## src/rtl/audio_pkg.sv

```systemverilog
// audio_pkg: constants and types shared by
// the sample sources and the I2S transmitter.
package audio_pkg;

  localparam int AUDIO_DATA_W = 16;

  // word-select level that marks the left slot
  localparam logic LRCK_LEFT = 1'b0;

  typedef struct packed {
    logic [AUDIO_DATA_W-1:0] left;
    logic [AUDIO_DATA_W-1:0] right;
  } sample_pair_t;

endpackage

```

## src/rtl/i2s_bclk_gen.sv

```systemverilog
// i2s_bclk_gen: divides clk down to BCLK and
// strobes the clk in which BCLK falls.
module i2s_bclk_gen #(
  parameter int BCLK_DIV = 4
) (
  input  logic clk,
  input  logic rst,
  input  logic en,
  output logic bclk,
  output logic fall
);

  localparam int CW = $clog2(BCLK_DIV);
  localparam logic [CW-1:0] LAST = CW'(BCLK_DIV - 1);

  logic [CW-1:0] div_cnt;
  logic          tick;

  assign tick = (div_cnt == LAST);
  assign fall = en && !rst && tick && bclk;

  // half-period divider; held idle-low while disabled
  always_ff @(posedge clk) begin
    if (rst || !en) begin
      div_cnt <= '0;
      bclk    <= 1'b0;
    end else if (tick) begin
      div_cnt <= '0;
      bclk    <= ~bclk;
    end else begin
      div_cnt <= div_cnt + CW'(1);
    end
  end

endmodule

```

## src/rtl/i2s_tx_serializer.sv

```systemverilog
// i2s_tx_serializer: Philips-I2S transmitter with
// a one-pair holding register and underrun flag.
module i2s_tx_serializer
  import audio_pkg::*;
#(
  parameter int DATA_W   = AUDIO_DATA_W,
  parameter int SLOT_W   = 16,
  parameter int BCLK_DIV = 4
) (
  input  logic              clk,
  input  logic              rst,
  input  logic              en,
  input  logic              s_valid,
  output logic              s_ready,
  input  logic [DATA_W-1:0] s_left,
  input  logic [DATA_W-1:0] s_right,
  output logic              i2s_bclk,
  output logic              i2s_lrck,
  output logic              i2s_sdata,
  output logic              underrun
);

  localparam int FW = 2 * SLOT_W;
  localparam int CW = $clog2(FW);
  localparam logic [CW-1:0] LAST = CW'(FW - 1);
  localparam logic [CW-1:0] HALF = CW'(SLOT_W);

  logic              fall;
  logic              accept;
  logic              load;
  logic              hold_full;
  logic [DATA_W-1:0] hold_l;
  logic [DATA_W-1:0] hold_r;
  logic [FW-1:0]     frame;
  logic [FW-1:0]     shreg;
  logic [CW-1:0]     bit_cnt;
  logic [CW-1:0]     nxt_cnt;

  i2s_bclk_gen #(
    .BCLK_DIV(BCLK_DIV)
  ) u_bclk (
    .clk (clk),
    .rst (rst),
    .en  (en),
    .bclk(i2s_bclk),
    .fall(fall)
  );

  assign s_ready = !hold_full && !rst;
  assign accept  = s_valid && s_ready;
  assign nxt_cnt = (bit_cnt == LAST) ? '0 : bit_cnt + CW'(1);
  assign load    = fall && (nxt_cnt == '0);

  // frame image: MSB of each slot first, zero pad after LSB
  always_comb begin
    frame = '0;
    frame[FW-1 -: DATA_W]     = hold_l;
    frame[SLOT_W-1 -: DATA_W] = hold_r;
  end

  // holding flag: filled by handshake, drained at frame load
  always_ff @(posedge clk) begin
    if (rst) begin
      hold_full <= 1'b0;
    end else if (accept) begin
      hold_full <= 1'b1;
    end else if (load) begin
      hold_full <= 1'b0;
    end
  end

  // holding data: only meaningful while hold_full is set
  always_ff @(posedge clk) begin
    if (accept) begin
      hold_l <= s_left;
      hold_r <= s_right;
    end
  end

  // serializer: shifts on each BCLK fall, last bit of a
  // frame goes out in slot 0 of the next (1-bit delay)
  always_ff @(posedge clk) begin
    if (rst || !en) begin
      bit_cnt   <= LAST;
      shreg     <= '0;
      i2s_lrck  <= ~LRCK_LEFT;
      i2s_sdata <= 1'b0;
      underrun  <= 1'b0;
    end else begin
      underrun <= 1'b0;
      if (fall) begin
        bit_cnt   <= nxt_cnt;
        i2s_lrck  <= (nxt_cnt >= HALF) ? ~LRCK_LEFT : LRCK_LEFT;
        i2s_sdata <= shreg[FW-1];
        if (load) begin
          shreg    <= hold_full ? frame : '0;
          underrun <= !hold_full;
        end else begin
          shreg <= {shreg[FW-2:0], 1'b0};
        end
      end
    end
  end

endmodule

```

## config.mk

```make
export PLATFORM = sky130hd
export DESIGN_NAME = i2s_tx_serializer
export DESIGN_NICKNAME = d
export VERILOG_FILES = /design/src/rtl/audio_pkg.sv /design/src/rtl/i2s_bclk_gen.sv /design/src/rtl/i2s_tx_serializer.sv
export SDC_FILE = /design/constraint.sdc
export NUM_CORES = 1
export LEC_CHECK = 0
export CAP_MARGIN = 25
export CORE_MARGIN = 8
export CORE_UTILIZATION = 49
export CTS_CLUSTER_SIZE = 25
export DETAILED_ROUTE_END_ITERATION = 10
export PLACE_DENSITY_LB_ADDON = 0.12
export SLEW_MARGIN = 20
export SYNTH_ARGS = -nofsm -noshare
export SYNTH_HDL_FRONTEND = slang
export SYNTH_SLANG_ARGS = --single-unit
```

## constraint.sdc

```tcl
create_clock -name clk -period 1.8 [get_ports clk]
set_input_delay 0.36 -clock clk [delete_from_list [all_inputs] [get_ports clk]]
set_output_delay 0.36 -clock clk [all_outputs]
set_load 0.05 [all_outputs]
```

### Word-level counts from Yosys, hierarchy flattened

Index checks and enable logic that the tools add are counted.

| word-level totals | value |
|---|---|
| register bits after elaboration | 76 |
| latch bits | 0 |
| RAM bits | 0 |
| ROM bits | 0 |
| input bits | 36 |
| output and inout port bits | 5 |
| word-level logic and storage cells | 38 |
| memories kept | 0 |

| operators by class | value |
|---|---|
| $add $sub $neg | 2 |
| multiply operators | 0 |
| divide/modulo/power cells | 0 |
| order comparisons | 1 |
| equality and inequality tests | 2 |
| shifts and indexed selects | 0 |
| mux-type cells | 6 |
| bitwise logic cells | 3 |
| reductions and logical operators | 14 |

Operator list:

| cell | number |
|---|---|
| 32-bit 2-to-1 mux | 2 |
| 1-bit logical AND | 6 |
| 5-bit by 1-bit adder with 5-bit output (second input constant) | 1 |
| 5-bit == test (second input constant) | 1 |
| 5-bit >= comparator (second input constant) | 1 |
| 5-bit zero test | 1 |
| 5-bit 2-to-1 mux | 1 |
| 1-bit zero test | 3 |
| 1-bit 2-to-1 mux | 3 |
| 1-bit NOT | 3 |
| 3-bit OR reduction | 1 |
| 2-bit by 1-bit adder with 2-bit output (second input constant) | 1 |
| 2-bit == test (second input constant) | 1 |
| 2-bit nonzero test | 1 |
| 2-bit OR reduction | 1 |
| 1-bit logical OR | 1 |

### Depth between registers and ports, before layout

Gate-level depths: netlist of the first run.

| logic depth | value |
|---|---|
| depth in word-level cells | 7 |
| mapped depth | 9 |
| depth with buffers taken out | 7 |

### Modules after synthesis

Synthesis of the first run repeated with hierarchy kept, for this count alone.

| second synthesis, totals | value |
|---|---|
| cells, all modules | 308 |
| area, all modules | 3121.7 um2 |

By module, submodules not included:

| module | instances | cells an instance | area each (um2) |
|---|---|---|---|
| i2s_tx_serializer | 1 | 297 | 3002.9 |
| i2s_bclk_gen | 1 | 11 | 118.9 |

### Worst setup path before layout of the first run

Ideal clock, no wire load.

| timing | value |
|---|---|
| kind | in2reg |
| start | input rst |
| end | register hold_l[0] (enable) |
| setup time | 0.392 ns |
| arrival | 1.953 ns |
| setup slack | -0.545 ns |
| stages on the path | 2 |
| path through | nor2_1 and2_1 |

| on the way | value |
|---|---|
| cells in the longest elaborated chain, start to end | 3 |

RTL lines:

| element | line | text |
|---|---|---|
| start, declared | i2s_tx_serializer.sv:11 | `input logic rst,` |
| 1-bit zero test | i2s_tx_serializer.sv:49 | `assign s_ready = !hold_full && !rst;` |
| 1-bit logical AND | i2s_tx_serializer.sv:49 |  |
| 1-bit logical AND | i2s_tx_serializer.sv:50 | `assign accept = s_valid && s_ready;` |
| net accept | i2s_tx_serializer.sv:29 | `logic accept;` |
| end signal, assigned | i2s_tx_serializer.sv:75 | `hold_l <= s_left;` |
| end, declared | i2s_tx_serializer.sv:32 | `logic [DATA_W-1:0] hold_l;` |

The timed path passes the listed nets, and every way through them passes these cells.
A chain may end at the register's enable or synchronous reset.

### Worst setup path after layout of the first run

| timing | value |
|---|---|
| start | register bit_cnt[1] |
| end | register shreg[22] |

| on the way | value |
|---|---|
| cells in the longest elaborated chain, start to end | 5 |
| elaborated cells between the ends (all ways) | 6 |
| classes of those cells | 1 x add/sub; 1 x eq/ne; 2 x mux; 2 x reduce/logical |

RTL lines:

| element | line | text |
|---|---|---|
| start, declared | i2s_tx_serializer.sv:36 | `logic [CW-1:0] bit_cnt;` |
| start signal, assigned | i2s_tx_serializer.sv:92 | `bit_cnt <= nxt_cnt;` |
| 5-bit by 1-bit adder with 5-bit output or 5-bit == test (tied branches) | i2s_tx_serializer.sv:51 | `assign nxt_cnt = (bit_cnt == LAST) ? '0 : bit_cnt + CW'(1);` |
| 5-bit 2-to-1 mux (*) | i2s_tx_serializer.sv:51 |  |
| 5-bit zero test (*) | i2s_tx_serializer.sv:52 | `assign load = fall && (nxt_cnt == '0);` |
| 1-bit logical AND (*) | i2s_tx_serializer.sv:52 |  |
| 32-bit 2-to-1 mux (*) | i2s_tx_serializer.sv:95 | `if (load) begin` |
| end signal, assigned | i2s_tx_serializer.sv:96 | `shreg <= hold_full ? frame : '0;` |
| end signal, assigned | i2s_tx_serializer.sv:99 | `shreg <= {shreg[FW-2:0], 1'b0};` |
| end, declared | i2s_tx_serializer.sv:35 | `logic [FW-1:0] shreg;` |

Every way passes the cells marked *; elsewhere a longest branch is shown, timed or not.

==> results of run 1 <==
metrics by stage:
stage | power [mW] | area (sq um)
floorplan | 1.94 | 3150
global placement | 2.07 | 3790
detailed placement | 2.07 | 3790
CTS | 3.28 | 4090
global route | 3.37 | 4100
finish | 3.25 | 4100
Yosys cell counts, drive strengths merged:
library cell	n
a211oi	1
a21oi	20
a22o	1
a22oi	40
a31oi	4
and2	2
and2b	1
and3	19
and4bb	1
buf	13
clkbuf	6
dfxtp	44
edfxtp	32
ha	4
mux2i	33
nand2	13
nand2b	2
nand3	3
nor2	8
nor2b	2
nor3	1
nor3b	1
o211ai	1
xnor2	2
layer usage:
| metal | vias up | global-route usage (%) | part of all wire, % |
|---|---|---|---|
| met1 | 1104 | 18.3 | 45 |
| met5 | - | 0 | 0 |
| li1 | 1092 | - | - |
| met3 | 10 | 3.67 | 4.6 |
| met4 | 0 | 8.96 | 2.2 |
| met2 | 54 | 23.3 | 48 |
cell families after synthesis:
logic type      after synthesis  synth area share (%)
flops                        76                  58.6
compound gates               67                  14.3
simple gates                 53                  9.83
mux                          33                  10.5
buf+inv                      19                  4.66
fa+ha+maj                     4                  1.59
xor+xnor                      2                 0.557
placed cells by master, fill, tap and decap left out, types with 2 or more instances in the layout:
cell,n
clkinv_1,2
mux2i_1,33
clkbuf_8,9
dfxtp_1,42
ha_1,2
nor2b_1,2
ha_4,2
a22oi_1,40
nand3_1,3
edfxtp_1,32
buf_12,9
clkdlybuf4s50_1,35
and3_1,18
nor2_1,5
clkinv_2,2
dfxtp_2,2
nand2_1,12
a31oi_1,4
buf_4,26
xnor2_1,2
a21oi_1,20
layout make-up:
cell class	instances	area, sq um
clock buffer	10	128
clock inverter	6	55.1
fill	504	2170
tap	77	96.3
multi-input combinational	159	1200
timing repair buffer	73	777
sequential	76	1840
critical path: cells and delay by family (launching register included):
family / cells / cell delay, ps
adder cells (fa/ha/maj): 2 / 280
buffers and inverters: 2 / 260
flip-flops: 1 / 350
multiplexers: 2 / 410
AND/OR/NAND/NOR: 3 / 550
worst max-delay path by stage:
stage          startpoint        end  slack (ps)  depth (start not counted)
2_1_floorplan  bit_cnt[1]  shreg[24]         -40                          8
3_3_place_gp   bit_cnt[0]  shreg[30]        -120                          8
3_5_place_dp   bit_cnt[1]  shreg[19]        -190                          8
4_1_cts        bit_cnt[1]   shreg[0]        -100                          9
5_1_grt        bit_cnt[1]  shreg[22]        -210                          9
6_report       bit_cnt[1]  shreg[22]        -150                          9
state kept, by name, indices dropped and copies added (netlist names):
signal / cells
bit_cnt: 5
hold_full: 1
hold_l: 16
hold_r: 16
i2s_lrck: 1
i2s_sdata: 1
shreg: 32
u_bclk.bclk: 1
u_bclk.div_cnt: 2
underrun: 1
power by group through the flow:
stage	Sequential, mW	Combinational [mW]	Clock [mW]
finish	1.84	0.194	1.22
global route	1.84	0.209	1.32
CTS	1.84	0.197	1.25
detailed placement	1.88	0.195	0
global placement	1.88	0.190	0
floorplan	1.88	0.0642	0
what timing repair did:
action	in CTS	in global routing
pin swaps	1	2
gates resized for setup	7	2
gates cloned	1	1
endpoints found under the setup margin	34	34
buffers inserted	5	1
==> flow_summary.json, run 1 <==
{
  "htreeDepth": 3,
  "grt_pass1_wl_mm": 10.4,
  "cts_hold_buf": 0,
  "drt-initial-drc-count": 130,
  "r2r_start": "bit_cnt[1]",
  "n_antenna_cell": 0,
  "intPower_mw": 2.57,
  "crit_type": "reg -> reg",
  "status": "complete, but fails checks",
  "violations": "negative setup slack",
  "max_stage_delay_ps": 350,
  "worstPathArrival_ps": 2220,
  "pwr-share-clk_pct": 37.4,
  "setup_violations": 34,
  "globalRoute.totalOverflow": 0,
  "tritoncts": "yes",
  "min_path_cells": 1,
  "yosysTopAreaCell": "edfxtp_1",
  "final_util_pct": 65.4,
  "period_share_pct": 108,
  "synth_cells": 254,
  "fin_skew_ps": 4.91,
  "drc": 0,
  "rr_worst_depth": 9,
  "clock.fmax_mhz": 512,
  "via_per_inst": 5.64,
  "hold_end": "u_bclk.div_cnt[0]",
  "layout.nets": 359,
  "yosysSeqAreaShare_pct": 58.6,
  "grtUsageTotal_pct": 14.9,
  "worstHoldPathType": "reg -> reg",
  "wl_per_cell_um": 16.2,
  "tightestPinTransition_ps": 219,
  "ys_types": 30,
  "rows": 29,
  "peakVddDrop_uv": 502,
  "netlist_area_sq_um": 3140,
  "crit_path_max_fanout": 8,
  "num_vias": 2260,
  "grt_max_degree": 28,
  "hold_ws_ps": 431,
  "p_seq_share_pct": 56.6,
  "crit_chain": "ha_4 > and3_4 > ha_4 > nor2b_1 > mux2i_1 > and4bb_2 > buf_12 > buf_12 > mux2i_1",
  "cts_root_buffer": "clkbuf_8",
  "io_pins": 41,
  "layout-drive-gt1-share_pct": 19.8,
  "hold_start": "u_bclk.div_cnt[0]",
  "power.switching_mw": 0.682,
  "start_util_pct": 50.1,
  "die_x_um": 96.1,
  "clkSlewWorstSetupHoldPaths_ps": 70,
  "area_growth_pct": 30.5,
  "synth.area.top_cells": "edfxtp_1 (31%), dfxtp_1 (28%), mux2i_1 (11%)",
  "dpl.hpwl_mm": 4.16,
  "crit_slowest_cell": "dfxtp_2",
  "grt_pass1_vias": 2212,
  "synth_area_per_cell_sq_um": 12.4,
  "clockBufferDepth": 2,
  "slew_headroom_pct": 85.0,
  "io_buffer_count": 40,
  "pre_cts_ws_ps": -185,
  "cts_made_buffers": 9,
  "max_cap_violations": 0,
  "grt_setup_unrepaired": "true",
  "ys_warn_count": 0,
  "die_height_um": 96.1,
  "r2r-end": "shreg[22]",
  "p_leak_nw": 1.48,
  "ys_seq_elements": 76,
  "drtPass1Iterations": 5,
  "cp-start-kind": "register",
  "reg2reg_slack_ps": -150,
  "setup_ws_ps": -153,
  "routabilityCongestion": 0.740,
  "syn-num-nets": 294,
  "cts_sinks": 76,
  "power_per_cell_area_nw_per_um2": 793,
  "p_sw_share_pct": 21.0,
  "cp.required_ps": 2060,
  "report.final.slew_viol_count": 0,
  "combPwrFrac_pct": 6.0,
  "hold_violations": 0,
  "synth_top_cell_area_share_pct": 30.6,
  "layoutNonFillerInstCount": 401,
  "clock_latency_ps": 340,
  "core_area_sq_um": 6280,
  "crit_path_end_kind": "register",
  "dp.cells": 378,
  "fin_crit_ps": 1950,
  "die_area_sq_um": 9240,
  "antenna_found_initial": 0,
  "ant_nets": 0,
  "wirelength_mm": 6.50,
  "tns_ps": -3370
}
(Power assumes the default switching activity.)
==> run 2: changes to the inputs <==
Settings changed: CORE_UTILIZATION 49 to 58, PLACE_DENSITY from default to 0.9, PLACE_DENSITY_LB_ADDON 0.12 to default.
Clock period 1.8 ns to 2.38 ns, I/O delays scaled along.
==> run 2 against run 1 <==
  * The run now ends clean
  * Global-route usage increased by 2.6 points
  * Sequential power decreased by 24%
  * Clock skew increased by 0.93 ps
  * Via count decreased by 2.1%
  * Hold slack improved by 3.6 ps
  * Combinational power decreased by 32%
  * Cell count decreased by 7.0%
  * Setup slack improved by 280 ps
  * Non-clock buffer count decreased by 23
  * Design area decreased by 7.4%
  * Die area decreased by 13%
  * Critical endpoint is now shreg[30]
==> flow_summary.json, run 2 (same netlist as run 1, synthesis figures left out) <==
{
  "cts_hold_buf": 0,
  "via_per_inst": 5.93,
  "post_cts_resized": 0,
  "globalRoute.totalOverflow": 0,
  "grt_pass1_vias": 2234,
  "largest_register_ffs": 32,
  "fin_crit_ps": 2250,
  "hold_ws_ps": 435,
  "layout-drive-gt1-share_pct": 9.97,
  "crit_chain": "ha_1 > and3_1 > ha_1 > nand2b_1 > and4bb_2 > buf_4 > mux2i_1",
  "grtUsageTotal_pct": 17.6,
  "worstPathArrival_ps": 2530,
  "layout.nets": 336,
  "die_height_um": 89.6,
  "drc": 0,
  "final_cell_mix": "dfxtp_1 (44), a22oi_1 (40), clkdlybuf4s50_1 (39), mux2i_1 (33), edfxtp_1 (32)",
  "tritoncts": "yes",
  "drt-initial-drc-count": 185,
  "crit_path_end_kind": "register",
  "hold_violations": 0,
  "die_x_um": 89.6,
  "io_buffer_count": 40,
  "setup_violations": 0,
  "die_area_sq_um": 8030,
  "p_leak_nw": 1.34,
  "dr_wl_met3_um": 360,
  "clock_latency_ps": 350,
  "peakVddDrop_uv": 527,
  "layout_commonest_cell": "dfxtp_1",
  "antenna_found_initial": 0,
  "slew_headroom_pct": 42.4,
  "seqCellArea_sq_um": 1840,
  "fin_area_sq_um": 3800,
  "routabilityCongestion": 0.808,
  "worstHoldPathType": "reg -> reg",
  "dpl-instance-area_sq_um": 3610,
  "grt_max_degree": 29,
  "regMostFlops": "shreg",
  "drtPass1Iterations": 4,
  "ant_nets": 0,
  "critical_path.top_delay_family": "simple AND/OR/NAND/NOR gates",
  "start_util_pct": 58.5,
  "io_pins": 41,
  "wirelength_mm": 6.44,
  "clock.fmax_mhz": 444,
  "fin_skew_ps": 5.84,
  "drt-met1-wl_mm": 2.66,
  "num_vias": 2212,
  "crit_slowest_cell": "dfxtp_1",
  "top_layer_used": "met4",
  "max_stage_delay_ps": 360,
  "multi_input_area_sq_um": 1160,
  "nFillCells": 377,
  "grt_pass1_wl_mm": 10.5,
  "max_cap_violations": 0,
  "power_per_cell_area_nw_per_um2": 653,
  "clockBufferDepth": 2,
  "crit_path_max_fanout": 15,
  "reg_top3": "shreg (32), hold_l (16), hold_r (16)",
  "tightestPinTransition_ps": 864,
  "cts_root_buffer": "clkbuf_8",
  "crit_type": "reg -> reg",
  "tns_ps": 0,
  "post_cts_buffers": 0,
  "period_share_pct": 94.5,
  "rows": 27,
  "cts_made_buffers": 9,
  "htreeDepth": 3,
  "path_buf_inv": 1,
  "cp.required_ps": 2660,
  "report.final.slew_viol_count": 0,
  "cp-start-kind": "register",
  "grt_setup_unrepaired": "false",
  "wl_per_cell_um": 17.3,
  "cts_sinks": 76,
  "clkSlewWorstSetupHoldPaths_ps": 70,
  "n_antenna_cell": 0,
  "core_area_sq_um": 5370,
  "dpl.hpwl_mm": 4.02,
  "cp_common_cell": "ha_1",
  "area_growth_pct": 20.8,
  "wl_met2_mm": 3.28,
  "status": "complete, no violations"
}
## run 2: cell types whose count changed in the layout (fill, tap and decap cells not counted), moves of 2 or more
| cell | before | now |
|---|---|---|
| buf_4 | 26 | 8 |
| buf_12 | 9 | 3 |
| clkdlybuf4s50_1 | 35 | 39 |
| dfxtp_1 | 42 | 44 |
| dfxtp_2 | 2 | 0 |
| ha_1 | 2 | 4 |
| ha_4 | 2 | 0 |
## run 2: cell type report
class | instances | area share (%)
sequential | 76 | 48.5
multi-input combinational | 159 | 30.7
timing repair buffer | 50 | 13.4
clock buffer | 10 | 3.62
tap | 72 | 2.37
clock inverter | 6 | 1.42
## run 2: final timing paths
path                            slack, ps  depth (start not counted)                 to               from
worst max-delay path                  130                          7          shreg[30]         bit_cnt[0]
worst min-delay path                  430                          1  u_bclk.div_cnt[0]  u_bclk.div_cnt[0]
worst max register to register        130                          7          shreg[30]         bit_cnt[0]
worst min register to register        430                          1  u_bclk.div_cnt[0]  u_bclk.div_cnt[0]
## run 2: report_power, final
group	leakage [nW]	internal, mW	total [mW]	switching (mW)
combinational	0.593	0.0740	0.132	0.0576
sequential	0.651	1.38	1.39	0.00852
clock	0.0948	0.500	0.957	0.457
total	1.34	1.96	2.48	0.523
## run 2: stage by stage
step / std cells / worst slack [ps] / power, mW / util [%]
after CTS: 373 / 156 / 2.50 / 70.7
after global placement: 357 / 127 / 1.55 / 67.2
final: 373 / 130 / 2.48 / 70.7
after detailed placement: 357 / -19.1 / 1.55 / 67.2
after global routing: 373 / 43.8 / 2.56 / 70.7
after floorplan: 254 / 219 / 1.47 / -
## run 2: per-layer routing
metal | track usage, % | vias up
li1 | - | 1043
met1 | 19.6 | 1088
met2 | 29.9 | 67
met3 | 4.00 | 14
met4 | 10.6 | 0
met5 | 0 | -
## run 2: worst register-to-register path, stage by stage (launching register included)
cell and delay, ps:
dfxtp_1 360, ha_1 260, and3_1 210, ha_1 320
nand2b_1 160, and4bb_2 340, buf_4 300, mux2i_1 230
==> RTL change, RTL diff (config.mk and constraints of run 1) <==
The parameter `SLOT_W` goes from 16 to 32.
--- a/src/rtl/i2s_tx_serializer.sv
+++ b/src/rtl/i2s_tx_serializer.sv
@@ -4,7 +4,7 @@
   import audio_pkg::*;
 #(
   parameter int DATA_W   = AUDIO_DATA_W,
-  parameter int SLOT_W   = 16,
+  parameter int SLOT_W   = 32,
   parameter int BCLK_DIV = 4
 ) (
   input  logic              clk,
Function: no difference found for any inputs over 10 cycles, from zero or initial values and one cycle with rst high; that may be too few to reach the edited logic, so the function may still have changed.
==> RTL change against run 1 <==
The flow still finishes with violations (setup timing). Wire length up 0.28%. Sequential share of layout area is 5.0 points higher. Worst setup slack got worse by 0.042 ns. Sequential cell count increased by 17. Synthesized area increased by 5.8%. Worst hold slack got worse by 0.0012 ns. Final area rose by 7.0%. Power is 23% higher. Critical path depth down 1.
==> RTL change: results (changes against run 1) <==
----------------------------------------------------
[Yosys]
  Mean instance size in the synthesized netlist ... 13.5 µm² (+9.3%)
  Leading cell types by total area after synthesis ... sky130_fd_sc_hd__dfxtp_1 37%, sky130_fd_sc_hd__edfxtp_1 29%, sky130_fd_sc_hd__a221o_1 9.3%
  Net count of the mapped netlist ... 285 (-3.1%)
  Commonest cells in the synthesized netlist ... 61 x sky130_fd_sc_hd__dfxtp_1, 32 x sky130_fd_sc_hd__and3_1, 32 x sky130_fd_sc_hd__edfxtp_1
  Sequential area share after synthesis ... 0.656 (+0.0699)

[Setup path]
  Path depth of the worst reg2reg path ... 8 (-1)
  Endpoint of the worst-slack reg-to-reg timing path ... shreg[25]
  Highest net fanout along the worst path ... 6 (-2)

[STA]
  Setup violations, final ... 37 (+8.8%)
  Worst rel slew slack ... 0.572 (-0.278)
  Clock tree skew after final layout ... 0.00949 ns (+0.00458 ns)
  Total negative slack for setup checks ... -5.13 ns (-1.76 ns)
  Post-Route Hold Slack ... 0.430 ns (-0.00118 ns)
  Least setup slack across all paths after layout ... -0.195 ns (-0.0418 ns)

[Drt]
  Met3 Wirelength ... 316 µm (+6.4%)
  Routed via count divided by cell count ... 5.66 (+0.35%)
  Total routed wirelength ... 6510 µm (+0.28%)
  Detailed router's first-iteration violation count ... 149 (+15%)
  Routed metal-1 wire length ... 3130 µm (+5.9%)
  Wirelength per Cell ... 16.4 µm (+1.0%)
  Met2 wire length ... 2960 µm (-4.5%)

[Final layout]
  Regs by FF count ... shreg x48, hold_l x16, hold_r x16
  Layout cells sized above 1 ... 0.233 (+0.0352)
  Count of fill cells added during filler insertion ... 519 (+3.0%)
  Final nets ... 352 (-1.9%)

[Power]
  Peak VDD IR ... 0.595 mV (+19%)
  Switch Pwr ... 784 µW (+15%)
  Cell leakage power ... 0.00179 µW (+21%)

[Floorplanning]
  Die width ... 98.4 µm (+2.4%)

[Global route]
  Met3 demand-to-capacity share in global routing ... 0.0395 (+0.00280)
  Via count of the first global-routing pass ... 2194 (-0.81%)
  Met1 Track Usage GR ... 0.169 (-0.0141)
  GRT Resource Usage Total ... 0.135 (-0.0139)
  Met2 capacity usage during global routing ... 0.210 (-0.0234)
  Largest net degree at the start of global routing ... 37 (+32%)

[Placed design]
  Final weighted congestion in routability-driven placement ... 0.733 (-1.0%)
  Instance area at placement ... 4000 µm² (+5.3%)
  Placed Instances ... 375 (-0.79%)
  Post-placement worst setup slack ... -0.426 ns (-0.241 ns)

[Status]
  Outcome ... finished, violations left
  Violations in the final reports ... setup timing

[Clock tree]
  Clock transition at path regs ... 0.09 ns (+0.02 ns)

----------------------------------------------------
-- RTL change: cell types whose count changed after synthesis, moves of 4 or more --
cell	before	now
sky130_fd_sc_hd__a22oi_1	40	0
sky130_fd_sc_hd__mux2i_1	33	0
sky130_fd_sc_hd__a221o_1	0	31
sky130_fd_sc_hd__dfxtp_1	44	61
sky130_fd_sc_hd__a21oi_1	20	4
sky130_fd_sc_hd__a22o_1	1	16
sky130_fd_sc_hd__and3_1	19	32
sky130_fd_sc_hd__buf_2	8	3
sky130_fd_sc_hd__clkbuf_1	5	10
sky130_fd_sc_hd__a31oi_1	4	0
sky130_fd_sc_hd__buf_6	2	6
-- RTL change: cell type report --
cell class | instances | area (µm²) | area share
Sequential cell | 93 | 2190 | 0.499
Tap cell | 80 | 100 | 0.0228
Multi-Input combinational cell | 132 | 1070 | 0.243
Inverter | 2 | 11.3 | 0.00256
Timing Repair Buffer | 75 | 774 | 0.176
Clock inverter | 4 | 77.6 | 0.0177
Clock buffer | 12 | 166 | 0.0379
-- RTL change: power by group through the flow --
stage / sequential (µW) / clock (µW) / combinational (µW)
floorplan: 2270 / 0 / 48.4
global placement: 2270 / 0 / 167
detailed placement: 2270 / 0 / 170
CTS: 2230 / 1650 / 172
global route: 2230 / 1740 / 183
finish: 2220 / 1610 / 169
-- RTL change: cell families (layout without fill, tap and decap cells) --
group,after synthesis,count (layout),synth area share
AO/OA/AOI/OAI,61,61,0.171
XOR/XNOR,5,5,0.0132
adder cells (fa/ha/maj),3,3,0.0113
buffers and inverters,21,93,0.0383
flip-flops,93,93,0.656
AND/OR/NAND/NOR,63,63,0.111
-- RTL change: worst max-delay path by stage --
stage | endpoint | slack (ns) | cells past startpoint
after floorplan | shreg[48] | -0.24 | 9
after global placement | shreg[54] | -0.38 | 6
after detailed placement | shreg[35] | -0.43 | 5
after CTS | shreg[25] | -0.18 | 8
after global routing | shreg[17] | -0.28 | 8
final | shreg[25] | -0.19 | 8
-- RTL change: repair_timing --
| action | in CTS | in global routing |
|---|---|---|
| setup buffers | 0 | 4 |
| resized for setup | 2 | 13 |
| pin swaps | 0 | 29 |
| gates cloned | 0 | 3 |
| setup endpoints to repair | 49 | 49 |
-- RTL change: worst max-delay path, cell delays in order, from the launching register on --
cell and delay [ns]:
sky130_fd_sc_hd__dfxtp_4 0.38, sky130_fd_sc_hd__ha_4 0.18, sky130_fd_sc_hd__a21oi_1 0.05, sky130_fd_sc_hd__o21a_1 0.18
sky130_fd_sc_hd__or4_4 0.51, sky130_fd_sc_hd__nor3_4 0.19, sky130_fd_sc_hd__buf_6 0.16, sky130_fd_sc_hd__clkbuf_16 0.15
sky130_fd_sc_hd__a221o_1 0.14
